### src/rtl/axi4_lite_read_block_collector_if.sv
// Bus bundle for axi4_lite_read_block_collector: block request, per-beat
// read data, assembled block output and the critical-word side channel.
// slave = collector side, master = requester/consumer side.
interface axi4_lite_read_block_collector_if #(
    parameter int words_per_block_p = 8,
    parameter int axi_addr_width_p  = 28,
    parameter int axi_data_width_p  = 64
);
    logic [axi_addr_width_p-1:0]                    req_addr_i;
    logic                                           req_v_i;
    logic                                           req_ready_and_o;
    logic [axi_data_width_p-1:0]                    r_data_i;
    logic [1:0]                                     r_resp_i;
    logic                                           r_v_i;
    logic                                           r_ready_and_o;
    logic [words_per_block_p*axi_data_width_p-1:0]  block_data_o;
    logic [axi_addr_width_p-1:0]                    block_addr_o;
    logic                                           block_err_o;
    logic                                           block_v_o;
    logic                                           block_ready_and_i;
    logic [axi_data_width_p-1:0]                    crit_data_o;
    logic                                           crit_v_o;

    modport slave (
        input  req_addr_i, req_v_i, r_data_i, r_resp_i, r_v_i, block_ready_and_i,
        output req_ready_and_o, r_ready_and_o, block_data_o, block_addr_o,
               block_err_o, block_v_o, crit_data_o, crit_v_o
    );

    modport master (
        output req_addr_i, req_v_i, r_data_i, r_resp_i, r_v_i, block_ready_and_i,
        input  req_ready_and_o, r_ready_and_o, block_data_o, block_addr_o,
               block_err_o, block_v_o, crit_data_o, crit_v_o
    );
endinterface

### src/rtl/axi4_lite_read_block_collector.sv
// Collects the words_per_block_p single-word AXI4-lite read beats of one
// cache-block fill. Beats arrive critical-word-first and wrap around the
// block; each is stored at its true word position and the aligned block is
// presented once complete, with a sticky error flag for any non-OKAY beat.
// Optional: define AXI4_LITE_READ_BLOCK_COLLECTOR_CRIT_FWD_EN to forward the
// first beat of each fill on crit_data_o with a one-cycle crit_v_o pulse.
module axi4_lite_read_block_collector #(
    parameter int words_per_block_p = 8,
    parameter int axi_addr_width_p  = 28,
    parameter int axi_data_width_p  = 64
) (
    input  logic                             clk_i,
    input  logic                             reset_n_i,
    axi4_lite_read_block_collector_if.slave  bus
);

    localparam int byte_off_lp = $clog2(axi_data_width_p / 8);
    localparam int word_w_lp   = $clog2(words_per_block_p);
    localparam int low_w_lp    = byte_off_lp + word_w_lp;

    localparam logic [axi_addr_width_p-1:0] align_mask_lp =
        ~((axi_addr_width_p'(1) << low_w_lp) - axi_addr_width_p'(1));
    localparam logic [word_w_lp-1:0] last_cnt_lp = word_w_lp'(words_per_block_p - 1);

    typedef enum logic [1:0] {
        e_idle    = 2'd0,
        e_collect = 2'd1,
        e_output  = 2'd2
    } state_e;

    state_e                                            r_state;
    state_e                                            w_state_next;
    logic [words_per_block_p-1:0][axi_data_width_p-1:0] r_buf;
    logic [axi_addr_width_p-1:0]                       r_block_addr;
    logic [word_w_lp-1:0]                              r_wrap_idx;
    logic [word_w_lp-1:0]                              r_cnt;
    logic                                              r_err;

    logic w_req_ready;
    logic w_r_ready;
    logic w_block_v;
    logic w_req_hs;
    logic w_beat_hs;
    logic w_last_beat;

    assign w_req_hs    = bus.req_v_i & w_req_ready;
    assign w_beat_hs   = bus.r_v_i & w_r_ready;
    assign w_last_beat = w_beat_hs & (r_cnt == last_cnt_lp);

    // State register; reset aborts any fill in progress.
    // NOTE: sequential state uses non-blocking (<=) so every flop samples
    // pre-edge values; blocking here would create order-dependent races.
    always_ff @(posedge clk_i or negedge reset_n_i) begin
        if (!reset_n_i) begin
            r_state <= e_idle;
        end else begin
            r_state <= w_state_next;
        end
    end

    // Next-state: request -> collect N beats -> hold block until consumed.
    // NOTE: the default assignment first means every path assigns
    // w_state_next, so no latch is inferred.
    always_comb begin
        w_state_next = r_state;
        case (r_state)
            e_idle:    if (w_req_hs)              w_state_next = e_collect;
            e_collect: if (w_last_beat)           w_state_next = e_output;
            e_output:  if (bus.block_ready_and_i) w_state_next = e_idle;
            default:                              w_state_next = e_idle;
        endcase
    end

    // Handshake outputs decoded purely from the current state.
    always_comb begin
        w_req_ready = 1'b0;
        w_r_ready   = 1'b0;
        w_block_v   = 1'b0;
        case (r_state)
            e_idle:    w_req_ready = 1'b1;
            e_collect: w_r_ready   = 1'b1;
            e_output:  w_block_v   = 1'b1;
            default:   ;
        endcase
    end

    // Datapath: latch the aligned address on request, scatter beats into place.
    // NOTE: the block buffer is a flop array, not a RAM, and is reset so that
    // block_data_o reads zero as soon as reset asserts.
    always_ff @(posedge clk_i or negedge reset_n_i) begin
        if (!reset_n_i) begin
            r_buf        <= '0;
            r_block_addr <= '0;
            r_wrap_idx   <= '0;
            r_cnt        <= '0;
            r_err        <= 1'b0;
        end else if (w_req_hs) begin
            r_block_addr <= bus.req_addr_i & align_mask_lp;
            r_wrap_idx   <= bus.req_addr_i[byte_off_lp +: word_w_lp];
            r_cnt        <= '0;
            r_err        <= 1'b0;
        end else if (w_beat_hs) begin
            r_buf[r_wrap_idx] <= bus.r_data_i;
            r_wrap_idx        <= r_wrap_idx + word_w_lp'(1);
            r_cnt             <= r_cnt + word_w_lp'(1);
            r_err             <= r_err | (bus.r_resp_i != 2'b00);
        end
    end

    assign bus.req_ready_and_o = w_req_ready;
    assign bus.r_ready_and_o   = w_r_ready;
    assign bus.block_v_o       = w_block_v;
    assign bus.block_data_o    = r_buf;
    assign bus.block_addr_o    = r_block_addr;
    assign bus.block_err_o     = r_err;

`ifdef AXI4_LITE_READ_BLOCK_COLLECTOR_CRIT_FWD_EN
    logic [axi_data_width_p-1:0] r_crit_data;
    logic                        r_crit_v;

    // Forward the first beat of each fill with a one-cycle valid pulse.
    always_ff @(posedge clk_i or negedge reset_n_i) begin
        if (!reset_n_i) begin
            r_crit_data <= '0;
            r_crit_v    <= 1'b0;
        end else begin
            r_crit_v <= w_beat_hs & (r_cnt == '0);
            if (w_beat_hs && (r_cnt == '0)) begin
                r_crit_data <= bus.r_data_i;
            end
        end
    end

    assign bus.crit_data_o = r_crit_data;
    assign bus.crit_v_o    = r_crit_v;
`else
    assign bus.crit_data_o = '0;
    assign bus.crit_v_o    = 1'b0;
`endif

endmodule

### src/flat_wrapper.sv
// flat-port wrapper written by rule: the top's interface ports become plain ports
module axi4_lite_read_block_collector_flat 
#(
    parameter int words_per_block_p = 8,
    parameter int axi_addr_width_p  = 28,
    parameter int axi_data_width_p  = 64
)
  (clk_i, reset_n_i, bus_req_addr_i, bus_req_v_i, bus_r_data_i, bus_r_resp_i, bus_r_v_i, bus_block_ready_and_i, bus_req_ready_and_o, bus_r_ready_and_o, bus_block_data_o, bus_block_addr_o, bus_block_err_o, bus_block_v_o, bus_crit_data_o, bus_crit_v_o);
  axi4_lite_read_block_collector_if #(.words_per_block_p(words_per_block_p), .axi_addr_width_p(axi_addr_width_p), .axi_data_width_p(axi_data_width_p)) bus_i ();
  input  logic clk_i;
  input  logic reset_n_i;
  input wire logic [$bits(bus_i.req_addr_i)-1:0] bus_req_addr_i;
  input wire logic [$bits(bus_i.req_v_i)-1:0] bus_req_v_i;
  input wire logic [$bits(bus_i.r_data_i)-1:0] bus_r_data_i;
  input wire logic [$bits(bus_i.r_resp_i)-1:0] bus_r_resp_i;
  input wire logic [$bits(bus_i.r_v_i)-1:0] bus_r_v_i;
  input wire logic [$bits(bus_i.block_ready_and_i)-1:0] bus_block_ready_and_i;
  output wire logic [$bits(bus_i.req_ready_and_o)-1:0] bus_req_ready_and_o;
  output wire logic [$bits(bus_i.r_ready_and_o)-1:0] bus_r_ready_and_o;
  output wire logic [$bits(bus_i.block_data_o)-1:0] bus_block_data_o;
  output wire logic [$bits(bus_i.block_addr_o)-1:0] bus_block_addr_o;
  output wire logic [$bits(bus_i.block_err_o)-1:0] bus_block_err_o;
  output wire logic [$bits(bus_i.block_v_o)-1:0] bus_block_v_o;
  output wire logic [$bits(bus_i.crit_data_o)-1:0] bus_crit_data_o;
  output wire logic [$bits(bus_i.crit_v_o)-1:0] bus_crit_v_o;
  assign bus_i.req_addr_i = bus_req_addr_i;
  assign bus_i.req_v_i = bus_req_v_i;
  assign bus_i.r_data_i = bus_r_data_i;
  assign bus_i.r_resp_i = bus_r_resp_i;
  assign bus_i.r_v_i = bus_r_v_i;
  assign bus_i.block_ready_and_i = bus_block_ready_and_i;
  assign bus_req_ready_and_o = bus_i.req_ready_and_o;
  assign bus_r_ready_and_o = bus_i.r_ready_and_o;
  assign bus_block_data_o = bus_i.block_data_o;
  assign bus_block_addr_o = bus_i.block_addr_o;
  assign bus_block_err_o = bus_i.block_err_o;
  assign bus_block_v_o = bus_i.block_v_o;
  assign bus_crit_data_o = bus_i.crit_data_o;
  assign bus_crit_v_o = bus_i.crit_v_o;
  axi4_lite_read_block_collector #(.words_per_block_p(words_per_block_p), .axi_addr_width_p(axi_addr_width_p), .axi_data_width_p(axi_data_width_p)) u_core (.clk_i(clk_i), .reset_n_i(reset_n_i), .bus(bus_i));
endmodule
### config.mk
export PLATFORM = sky130hd
export DESIGN_NAME = axi4_lite_read_block_collector_flat
export DESIGN_NICKNAME = d
export VERILOG_FILES = /design/src/rtl/axi4_lite_read_block_collector_if.sv /design/src/rtl/axi4_lite_read_block_collector.sv /design/src/flat_wrapper.sv
export SDC_FILE = /design/constraint.sdc
export NUM_CORES = 1
export LEC_CHECK = 0
export CAP_MARGIN = 0
export CORE_AREA = 2 2 277 279
export CTS_CLUSTER_SIZE = 40
export DETAILED_ROUTE_END_ITERATION = 8
export DIE_AREA = 0 0 279 281
export GPL_TIMING_DRIVEN = 0
export HOLD_SLACK_MARGIN = 0.08
export SYNTH_ARGS = -nofsm -noshare
export SYNTH_HDL_FRONTEND = slang
export SYNTH_SLANG_ARGS = --single-unit
### constraint.sdc
create_clock -name clk_i -period 2.1 [get_ports clk_i]
set_input_delay 0.42 -clock clk_i [delete_from_list [all_inputs] [get_ports clk_i]]
set_output_delay 0.42 -clock clk_i [all_outputs]
set_load 0.01 [all_outputs]
==> results of run 1 <==
how the worst min path moves through the flow:
| stage | slack [ns] | cells past startpoint | to |
|---|---|---|---|
| 2_1_floorplan | 0.12 | 0 | u_core.bus.block_addr_o[10] |
| 3_3_place_gp | 0.49 | 1 | u_core.bus.block_data_o[1] |
| 3_5_place_dp | 0.34 | 1 | u_core.bus.block_data_o[314] |
| 4_1_cts | 0.28 | 2 | u_core.bus.block_data_o[314] |
| 5_1_grt | 0.30 | 2 | u_core.bus.block_data_o[313] |
| 6_report | 0.31 | 2 | u_core.bus.block_data_o[58] |
synth_stat cells (2+ instances only):
library cell,number,area [um^2]
dfrtp_1,543,13590
mux2_2,414,4662
mux2_4,120,1802
buf_4,72,540.5
buf_2,29,145.1
buf_6,14,157.7
buf_12,12,240.2
nand2_1,5,18.77
nor3b_1,4,30.03
a21oi_1,3,15.01
a22o_1,3,26.28
ha_1,3,37.54
nor2_1,3,11.26
a21o_1,2,15.01
clkbuf_1,2,7.510
inv_1,2,7.510
o21ai_0,2,10.01
or4b_1,2,20.02
xnor2_1,2,17.52
through the flow:
step	hold slack (ns)	power, W	utilization (%)
final	0.3144	0.05330	42.02
after global routing	0.3035	0.05593	42.02
after CTS	0.2800	0.05400	41.92
after detailed placement	0.3377	0.04269	39.03
after global placement	0.4882	0.04225	38.80
after floorplan	0.1244	0.02845	-
routing by layer:
metal,vias to the layer above,wire [um]
met5,-,0
met4,0,2235
met3,122,3838
met2,411,33980
met1,6901,26250
li1,5806,-
worst reg2reg max path, delay by kind of cell (launching register included):
family | cells | cell delay, ns
buf+inv | 2 | 0.58
flops | 1 | 0.43
mux | 1 | 0.36
simple gates | 2 | 0.57
sequential cells by signal, summed over array words and instances, names as in the netlist:
| register | cells |
|---|---|
| u_core.bus.block_err_o | 1 |
| u_core.bus.block_addr_o | 22 |
| u_core.bus.block_data_o | 512 |
| u_core.r_cnt | 3 |
| u_core.r_state | 2 |
| u_core.r_wrap_idx | 3 |
layout make-up:
| cell class | count | area (um^2) | area share (%) |
|---|---|---|---|
| multi-input combinational | 644 | 7034 | 22.19 |
| buffer | 129 | 1171 | 3.694 |
| clock buffer | 90 | 1836 | 5.789 |
| tap | 978 | 1224 | 3.860 |
| clock inverter | 15 | 229.0 | 0.7222 |
| inverter | 2 | 7.507 | 0.02368 |
| timing repair buffer | 649 | 6613 | 20.86 |
| sequential | 543 | 13590 | 42.87 |
logic make-up after synthesis:
group,share of synthesized area (%)
multiplexers,30.14
buffers and inverters,5.122
flip-flops,63.36
XOR/XNOR,0.08169
AO/OA/AOI/OAI,0.3559
other,0.01749
adder cells (fa/ha/maj),0.1750
AND/OR/NAND/NOR,0.7527
power breakdown:
group | switching [W] | internal [W]
combinational | 0.00909 | 0.0146
clock | 0.00428 | 0.00670
sequential | 0.00287 | 0.0157
total | 0.0162 | 0.0371
what timing repair did:
action,CTS,global route
gates resized for setup,24,15
endpoints found under the setup margin,226,244
hold endpoints to repair,40,0
pin swaps,3,0
gates cloned,0,1
hold buffers,1,0
buffers inserted,5,3
==> results.txt, run 1 <==
Ys Warns -> 0
final worst path period share -> 97.87%
Root Buffer Master -> clkbuf_16
GR Overflow Total -> 0
CTS tree -> yes
H-tree Lvls -> 2
placed insts -> 2935
post-route cell area -> 31700 um^2
HP Class -> in -> async
DIE WIDTH -> 279 um
input/output buffers -> 633
critical path startpoint -> u_core.r_state[1]
Critical-path top delay cell -> dfrtp_1
largest net degree at the start of global routing -> 124
crit path buf inv count -> 2
Post-synth EDFFs -> 0
max_cap viols -> 0
Worst R2R Path Depth -> 5
reg2reg setup slack -> 0.04 ns
commonest non-fill, non-tap cells in the layout -> clkdlybuf4s50_1 (628), dfrtp_1 (541), mux2_2 (414)
Post-DP HPWL -> 47.83 mm
worst setup path class -> reg -> reg
clk_skew -> 0.008528 ns
pwr dens -> 1681 nW/um^2
DRT Pass-1 Iters -> 4
Syn-to-layout area delta -> 47.83%
drt total wl -> 66.30 mm
layout cell share with drive strength beyond 1 -> 37.60%
clk slew on worst S/H paths -> 0.06 ns
gr busiest metal -> met2
GP Congestion -> 0.7962
run status -> finished clean
critical path capture point -> u_core.bus.block_data_o[398]
CP top delay family -> simple AND/OR/NAND/NOR gates
vias in the first global route -> 14200
Worst EP required -> 2.58 ns
post-route ant nets -> 0
Max Clock Freq -> 0.4866 GHz
DR iter-0 viols -> 448
Arrival @ worst endpoint -> 2.53 ns
RSZ-0062 raised after global routing -> true
dpl cell area -> 29450 um^2
setup_tns -> 0 ns
GRT Total Usage -> 16.41%
overall die height -> 281 um
wire per inst -> 21.74 um
Post-Syn Area -> 21450 um^2
core area -> 75440 um^2
Fin. Hold Viols -> 0
Rel. slew slack -> 54.97%
met3 Use GR -> 3.708%
DR DRC count -> 0
worst stage delay on the critical path -> 0.43 ns
post-place setup slack -> -1.269 ns
initial antenna violation count -> 1
fin. max-slew vios -> 0
Initial Util -> 28.43%
clk_lat worst skew -> 0.60 ns
sequential fraction of the synthesis area -> 63.36%
maximum vdd drop -> 0.0007719 V
crit-path max FO -> 10
number of diodes -> 0
#FFs+latches synth -> 543
Mapped Avg Cell Area -> 17.18 um^2
Final Critical Period -> 2.055 ns
row cnt -> 101
Max clock buf depth -> 3
cts bufs inserted -> 60
Syn Inst Count -> 1248
Finished Layout Cells -> 3050
Layout fillers -> 6811
I/O pins -> 708
met1 usage -> 19.55%
net count of the finished layout -> 2131
WP depth -> 5
Setup crit end kind -> register
commonest non-fill, non-tap cell in the layout -> clkdlybuf4s50_1
Cell Chain, Critical Path -> nand4b_1 -> nor3b_1 -> clkbuf_8 -> buf_4 -> mux2_2
met2 Resource Use GR -> 28.93%
Die Area -> 78400 um^2
Slew @ Worst Pin -> 0.6754 ns
ys flop type -> dfrtp_1
routed vias -> 13240
RR Endpoint -> u_core.bus.block_data_o[398]
Final setup violation count -> 0
Setup crit start kind -> register
Leak -> 14.15 nW
vias per cell -> 4.341
RR Startpoint -> u_core.r_state[1]
post-route setup slack -> 0.04483 ns
Yosys cell types -> 30
ys async rst share -> 100.0%
clock sink total -> 543
first-pass GRT wire length -> 97.12 mm
(Power assumes the default switching activity.)
==> run 2, diff against run 1 <==
--- a/config.mk
+++ b/config.mk
@@ -5,6 +5,7 @@
 export SDC_FILE = /design/constraint.sdc
 export NUM_CORES = 1
 export LEC_CHECK = 0
+export ABC_CLOCK_PERIOD_IN_PS = 2100
 export CAP_MARGIN = 0
 export CORE_AREA = 2 2 277 279
 export CTS_CLUSTER_SIZE = 40
@@ -15,3 +16,4 @@
 export SYNTH_ARGS = -nofsm -noshare
 export SYNTH_HDL_FRONTEND = slang
 export SYNTH_SLANG_ARGS = --single-unit
+export TNS_END_PERCENT = 50
==> run 2 against run 1 <==
Critical path depth did not move. Cell count barely moved. Hold slack improved by 0.00067 ns. Sequential power barely moved. First-iteration DRC count fell by 2.9%. Register-to-register slack barely moved. Clock power barely moved. Cell area barely moved. Critical path type unchanged. Largest power group unchanged.
==> results.txt, run 2 (synthesized netlist as in run 1, its figures left out) <==
maximum vdd drop -> 0.0007719 V (about the same)
Setup crit start kind -> register (unchanged)
Pwr Total -> 0.05329 W (was 0.05330 W)
clk_lat worst skew -> 0.60 ns (about the same)
max reg flops -> 512 (unchanged)
critical path capture point -> u_core.bus.block_data_o[394] (was u_core.bus.block_data_o[398])
Cell Chain, Critical Path -> nand4b_1 -> nor3b_2 -> clkbuf_8 -> clkbuf_4 -> mux2_2 (was nand4b_1 -> nor3b_1 -> clkbuf_8 -> buf_4 -> mux2_2)
critical path startpoint -> u_core.r_state[1] (unchanged)
cts bufs inserted -> 60 (unchanged)
vias in the first global route -> 14190 (was 14200)
GP Congestion -> 0.7962 (unchanged)
Fin. Hold Viols -> 0 (unchanged)
initial antenna violation count -> 1 (unchanged)
met1 usage -> 19.55% (about the same)
CTS tree -> yes (unchanged)
Max clock buf depth -> 3 (unchanged)
RR Endpoint -> u_core.bus.block_data_o[394] (was u_core.bus.block_data_o[398])
crit-path max FO -> 10 (unchanged)
Die Area -> 78400 um^2 (unchanged)
Final setup violation count -> 0 (unchanged)
Rel. slew slack -> 57.16% (was 54.97%)
pwr dens -> 1680 nW/um^2 (was 1681 nW/um^2)
routed vias -> 13240 (unchanged)
HP Class -> in -> async (unchanged)
Slew @ Worst Pin -> 0.6426 ns (was 0.6754 ns)
max_cap viols -> 0 (unchanged)
post-route ant nets -> 0 (unchanged)
overall die height -> 281 um (unchanged)
met2 Resource Use GR -> 28.93% (about the same)
layout cell share with drive strength beyond 1 -> 37.66% (was 37.60%)
Setup crit end kind -> register (unchanged)
RR Startpoint -> u_core.r_state[1] (unchanged)
first-pass GRT wire length -> 97.12 mm (unchanged)
core area -> 75440 um^2 (unchanged)
crit path buf inv count -> 2 (unchanged)
Critical-path top delay cell -> dfrtp_1 (unchanged)
GRT Total Usage -> 16.41% (unchanged)
drt total wl -> 66.32 mm (was 66.30 mm)
number of diodes -> 0 (unchanged)
Leak -> 14.15 nW (about the same)
run status -> finished clean (unchanged)
fin. max-slew vios -> 0 (unchanged)
Max Clock Freq -> 0.4851 GHz (was 0.4866 GHz)
final worst path period share -> 98.16% (was 97.87%)
Root Buffer Master -> clkbuf_16 (unchanged)
DRT Pass-1 Iters -> 4 (unchanged)
DR DRC count -> 0 (unchanged)
Worst EP required -> 2.58 ns (about the same)
largest net degree at the start of global routing -> 124 (unchanged)
Initial Util -> 28.43% (unchanged)
H-tree Lvls -> 2 (unchanged)
clk slew on worst S/H paths -> 0.06 ns (about the same)
Syn-to-layout area delta -> 47.91% (was 47.83%)
vias per cell -> 4.342 (was 4.341)
commonest non-fill, non-tap cells in the layout -> clkdlybuf4s50_1 (628), dfrtp_1 (541), mux2_2 (414) (unchanged)
met3 Use GR -> 3.708% (unchanged)
WP depth -> 5 (unchanged)
DR iter-0 viols -> 435 (was 448)
DIE WIDTH -> 279 um (unchanged)
worst setup path class -> reg -> reg (unchanged)
RSZ-0062 raised after global routing -> true (unchanged)
CP top delay family -> simple AND/OR/NAND/NOR gates (unchanged)
input/output buffers -> 633 (unchanged)
clock sink total -> 543 (unchanged)
Worst R2R Path Depth -> 5 (unchanged)
GR Overflow Total -> 0 (unchanged)
Final Critical Period -> 2.061 ns (was 2.055 ns)
post-route cell area -> 31720 um^2 (was 31700 um^2)
reg2reg setup slack -> 0.04 ns (about the same)
Post-DP HPWL -> 47.83 mm (unchanged)
gr busiest metal -> met2 (unchanged)
I/O pins -> 708 (unchanged)
worst stage delay on the critical path -> 0.43 ns (about the same)
dpl cell area -> 29450 um^2 (unchanged)
net count of the finished layout -> 2130 (was 2131)
clk_skew -> 0.009511 ns (was 0.008528 ns)
commonest non-fill, non-tap cell in the layout -> clkdlybuf4s50_1 (unchanged)
wire per inst -> 21.75 um (was 21.74 um)
Arrival @ worst endpoint -> 2.54 ns (was 2.53 ns)
row cnt -> 101 (unchanged)
==> run 2: worst register-to-register path, stage by stage, from the launching register on <==
cell and delay (ns):
dfrtp_1 0.43, nand4b_1 0.32, nor3b_2 0.26, clkbuf_8 0.28, clkbuf_4 0.30, mux2_2 0.36
==> run 2: area by class of cell <==
cell class	count	area, um^2
clock inverter	15	229.0
multi-input combinational	644	7044
fill	6808	43720
timing repair buffer	648	6605
inverter	2	7.507
sequential	543	13590
tap	978	1224
buffer	129	1187
clock buffer	90	1836
==> run 2: what timing repair did <==
| item | 4_1_cts | 5_1_grt |
|---|---|---|
| gates resized for setup | 23 | 23 |
| cloned | 0 | 1 |
| endpoints found under the hold margin | 40 | 0 |
| endpoints found under the setup margin | 226 | 248 |
| pin swaps | 2 | 0 |
| buffers inserted | 4 | 3 |
| hold buffers | 1 | 0 |
==> run 2: where the power goes <==
part / internal, W / switching (W) / total (W) / leakage, nW
Sequential: 0.0157 / 0.00287 / 0.0186 / 6.57
Combinational: 0.0147 / 0.00909 / 0.0237 / 6.55
Clock: 0.00670 / 0.00427 / 0.0110 / 1.03
Total: 0.0371 / 0.0162 / 0.0533 / 14.1
==> run 2: through the flow <==
stage	setup TNS [ns]	worst slack [ns]	hold slack [ns]	cells	util, %
3_5_place_dp	-315.41	-1.269	0.3377	2935	39.03
3_3_place_gp	-	-23.14	0.4882	2929	38.80
4_1_cts	-2.229	-0.06551	0.2800	3045	41.90
2_1_floorplan	0	0.2973	0.1244	1318	-
6_report	0	0.03858	0.3151	3049	42.05
5_1_grt	-2.785	-0.05420	0.3035	3049	42.05
==> run 2: worst min path at each step <==
| stage | from | end | slack (ns) | cells after the start |
|---|---|---|---|---|
| 3_3_place_gp | u_core.bus.block_data_o[1] | u_core.bus.block_data_o[1] | 0.49 | 1 |
| 2_1_floorplan | reset_n_i | u_core.bus.block_addr_o[10] | 0.12 | 0 |
| 5_1_grt | reset_n_i | u_core.bus.block_data_o[313] | 0.30 | 2 |
| 6_report | reset_n_i | u_core.bus.block_data_o[58] | 0.32 | 2 |
| 4_1_cts | reset_n_i | u_core.bus.block_data_o[314] | 0.28 | 2 |
| 3_5_place_dp | reset_n_i | u_core.bus.block_data_o[314] | 0.34 | 1 |
==> run 2: routing by layer <==
| layer | part of all wire (%) | up-vias |
|---|---|---|
| met5 | 0 | - |
| met3 | 5.7 | 123 |
| li1 | - | 5821 |
| met2 | 51 | 413 |
| met4 | 3.4 | 0 |
| met1 | 40 | 6883 |
==> run 3, diff against run 2 <==
==> constraint.sdc (replaced) <==
create_clock -name clk_i -period 2.1 [get_ports clk_i]
set_input_delay 0.63 -clock clk_i [delete_from_list [all_inputs] [get_ports clk_i]]
set_output_delay 0.63 -clock clk_i [all_outputs]
set_load 0.01 [all_outputs]
==> run 3 against run 2 <==
First-iteration DRC count rose by 4.8%. Cell count rose by 0.36%. Clock power barely moved. Register-to-register slack barely moved. Wire length rose by 0.51%. Clock-buffer cell count did not move. Highest routed layer unchanged. Global-route usage rose by 0.071 points. Critical path type is now reg -> out.
==> results.txt, run 3 (synthesized netlist as in run 1, its figures left out) <==
run status -> finished clean (unchanged)
Final setup violation count -> 0 (unchanged)
Pwr Total -> 0.04963 W (was 0.05329 W)
clk_skew -> 0.01077 ns (was 0.009511 ns)
RSZ-0062 raised after global routing -> true (unchanged)
Setup crit end kind -> primary output (was register)
largest net degree at the start of global routing -> 124 (unchanged)
Worst Hold Depth -> 1
GR Overflow Total -> 0 (unchanged)
H-tree Lvls -> 2 (unchanged)
Final Critical Period -> 2.091 ns (was 2.061 ns)
Die Area -> 78400 um^2 (unchanged)
Clock power frac -> 22.1% (was 20.6%)
DRT Pass-1 Iters -> 4 (unchanged)
DR DRC count -> 0 (unchanged)
initial antenna violation count -> 0 (was 1)
Psw -> 0.01610 W (was 0.01623 W)
clock sink total -> 543 (unchanged)
Finished Layout Cells -> 3060 (was 3049)
wire per inst -> 21.78 um (was 21.75 um)
Setup crit start kind -> register (unchanged)
Max Clock Freq -> 0.4783 GHz (was 0.4851 GHz)
max reg flops -> 512 (unchanged)
HP Class -> reg -> reg (was in -> async)
Comb power frac -> 40.9% (was 44.5%)
Initial Util -> 28.43% (unchanged)
Post-DP HPWL -> 47.83 mm (unchanged)
overall die height -> 281 um (unchanged)
RR Startpoint -> u_core.r_state[1] (unchanged)
Worst EP required -> 1.47 ns (was 2.58 ns)
row cnt -> 101 (unchanged)
GRT Total Usage -> 16.48% (was 16.41%)
vias per cell -> 4.352 (was 4.342)
crit-path max FO -> 5 (was 10)
RR Endpoint -> u_core.bus.block_data_o[163] (was u_core.bus.block_data_o[394])
pwr dens -> 1590 nW/um^2 (was 1680 nW/um^2)
Rel. slew slack -> 51.66% (was 57.16%)
Fin. Hold Viols -> 0 (unchanged)
routed vias -> 13320 (was 13240)
commonest non-fill, non-tap cell in the layout -> dfrtp_1 (was clkdlybuf4s50_1)
first-pass GRT wire length -> 97.54 mm (was 97.12 mm)
final worst path period share -> 99.56% (was 98.16%)
Leak -> 15.27 nW (was 14.15 nW)
post-route setup slack -> 0.009272 ns (was 0.03858 ns)
worst setup path class -> reg -> out (was reg -> reg)
dpl cell area -> 29450 um^2 (unchanged)
post-place setup slack -> -1.479 ns (was -1.269 ns)
vias in the first global route -> 14230 (was 14190)
post-route cell area -> 31220 um^2 (was 31720 um^2)
commonest non-fill, non-tap cells in the layout -> dfrtp_1 (538), dlygate4sd2_1 (536), mux2_2 (414) (was clkdlybuf4s50_1 (628), dfrtp_1 (541), mux2_2 (414))
placed insts -> 2935 (unchanged)
critical path startpoint -> u_core.r_state[1] (unchanged)
maximum vdd drop -> 0.0007101 V (was 0.0007719 V)
layout cell share with drive strength beyond 1 -> 38.30% (was 37.66%)
clk slew on worst S/H paths -> 0.06 ns (about the same)
max_cap viols -> 0 (unchanged)
Arrival @ worst endpoint -> 1.46 ns (was 2.54 ns)
DIE WIDTH -> 279 um (unchanged)
input/output buffers -> 633 (unchanged)
Pint -> 0.03353 W (was 0.03707 W)
net count of the finished layout -> 2140 (was 2130)
post-route ant nets -> 0 (unchanged)
I/O pins -> 708 (unchanged)
drt total wl -> 66.65 mm (was 66.32 mm)
Slew @ Worst Pin -> 0.7252 ns (was 0.6426 ns)
Max clock buf depth -> 3 (unchanged)
CTS tree -> yes (unchanged)
core area -> 75440 um^2 (unchanged)
GP Congestion -> 0.7962 (unchanged)
min-delay src -> u_core.bus.block_data_o[219]
Syn-to-layout area delta -> 45.56% (was 47.91%)
Flop pwr share -> 37.0% (was 34.9%)
cts bufs inserted -> 60 (unchanged)
switching share of total power -> 32.43% (was 30.45%)
post-layout util -> 41.38% (was 42.05%)
reg2reg setup slack -> 0.03 ns (was 0.04 ns)
Worst Hold Endpoint -> u_core.bus.block_data_o[219]
fin. max-slew vios -> 0 (unchanged)
Worst R2R Path Depth -> 6 (was 5)
DR iter-0 viols -> 456 (was 435)
Root Buffer Master -> clkbuf_16 (unchanged)
clk_lat worst skew -> 0.60 ns (about the same)
[run 3: changes by cell type in the layout (fill, tap and decap cells not counted), moves of 2 or more]
| cell | previous run | this run |
|---|---|---|
| clkdlybuf4s50_1 | 628 | 93 |
| dlygate4sd2_1 | 3 | 536 |
| buf_4 | 87 | 96 |
| clkbuf_4 | 7 | 0 |
| buf_12 | 13 | 19 |
| buf_2 | 5 | 8 |
| dfrtp_1 | 541 | 538 |
| dfrtp_2 | 2 | 5 |
| clkbuf_8 | 22 | 20 |
| or4b_1 | 2 | 0 |
| or4b_4 | 0 | 2 |
[run 3: how the worst max path moves through the flow]
stage / slack [ns] / depth (start not counted) / to
floorplan: 0.17 / 5 / u_core.bus.block_data_o[100]
global placement: -23.35 / 1 / u_core.bus.block_data_o[24]
detailed placement: -1.48 / 5 / u_core.bus.block_data_o[452]
CTS: -0.04 / 3 / bus_block_v_o
global route: -0.06 / 3 / bus_block_v_o
finish: 0.009 / 3 / bus_block_v_o
[run 3: power by group through the flow]
| stage | Combinational (W) | Clock (W) | Sequential, W |
|---|---|---|---|
| floorplan | 0.00762 | 0 | 0.0208 |
| global placement | 0.0237 | 0 | 0.0186 |
| detailed placement | 0.0240 | 0 | 0.0187 |
| CTS | 0.0206 | 0.0113 | 0.0184 |
| global route | 0.0215 | 0.0117 | 0.0191 |
| finish | 0.0203 | 0.0110 | 0.0184 |
[run 3: worst max-delay path, cell delays in order (launching register included)]
cell and delay (ns):
dfrtp_1 0.40, buf_6 0.14, and2b_1 0.19, buf_6 0.13
[run 3: per-layer routing]
metal / wire (um) / global-route usage, % / up-vias
met5: 0 / 0 / -
met4: 2295 / 6.176 / 0
met3: 3821 / 3.824 / 123
met2: 34120 / 29.05 / 416
met1: 26410 / 19.52 / 6934
li1: - / - / 5845
[run 3: area by class of cell]
| class | count | area [um^2] |
|---|---|---|
| multi-input combinational | 644 | 7049 |
| inverter | 2 | 7.507 |
| clock inverter | 15 | 229.0 |
| clock buffer | 90 | 1836 |
| buffer | 129 | 1211 |
| timing repair buffer | 658 | 6066 |
| tap | 978 | 1224 |
| sequential | 543 | 13590 |
| fill | 7041 | 44220 |
| antenna | 1 | 2.502 |
[run 3: metrics by stage]
stage / hold WS, ns / TNS (ns)
5_1_grt: 0.5069 / -0.3743
2_1_floorplan: 0.3344 / 0
3_3_place_gp: 0.4882 / -
6_report: 0.4967 / 0
3_5_place_dp: 0.4916 / -444.60
4_1_cts: 0.4947 / -0.04219
[run 3: repair_timing]
item                       in CTS  in global routing
setup endpoints to repair     822                428
hold buffers                    2                  0
hold endpoints to repair       40                  0
pin swaps                       3                  1
buffers inserted               10                  5
resized for setup             577                 22
gates cloned                    0                  2
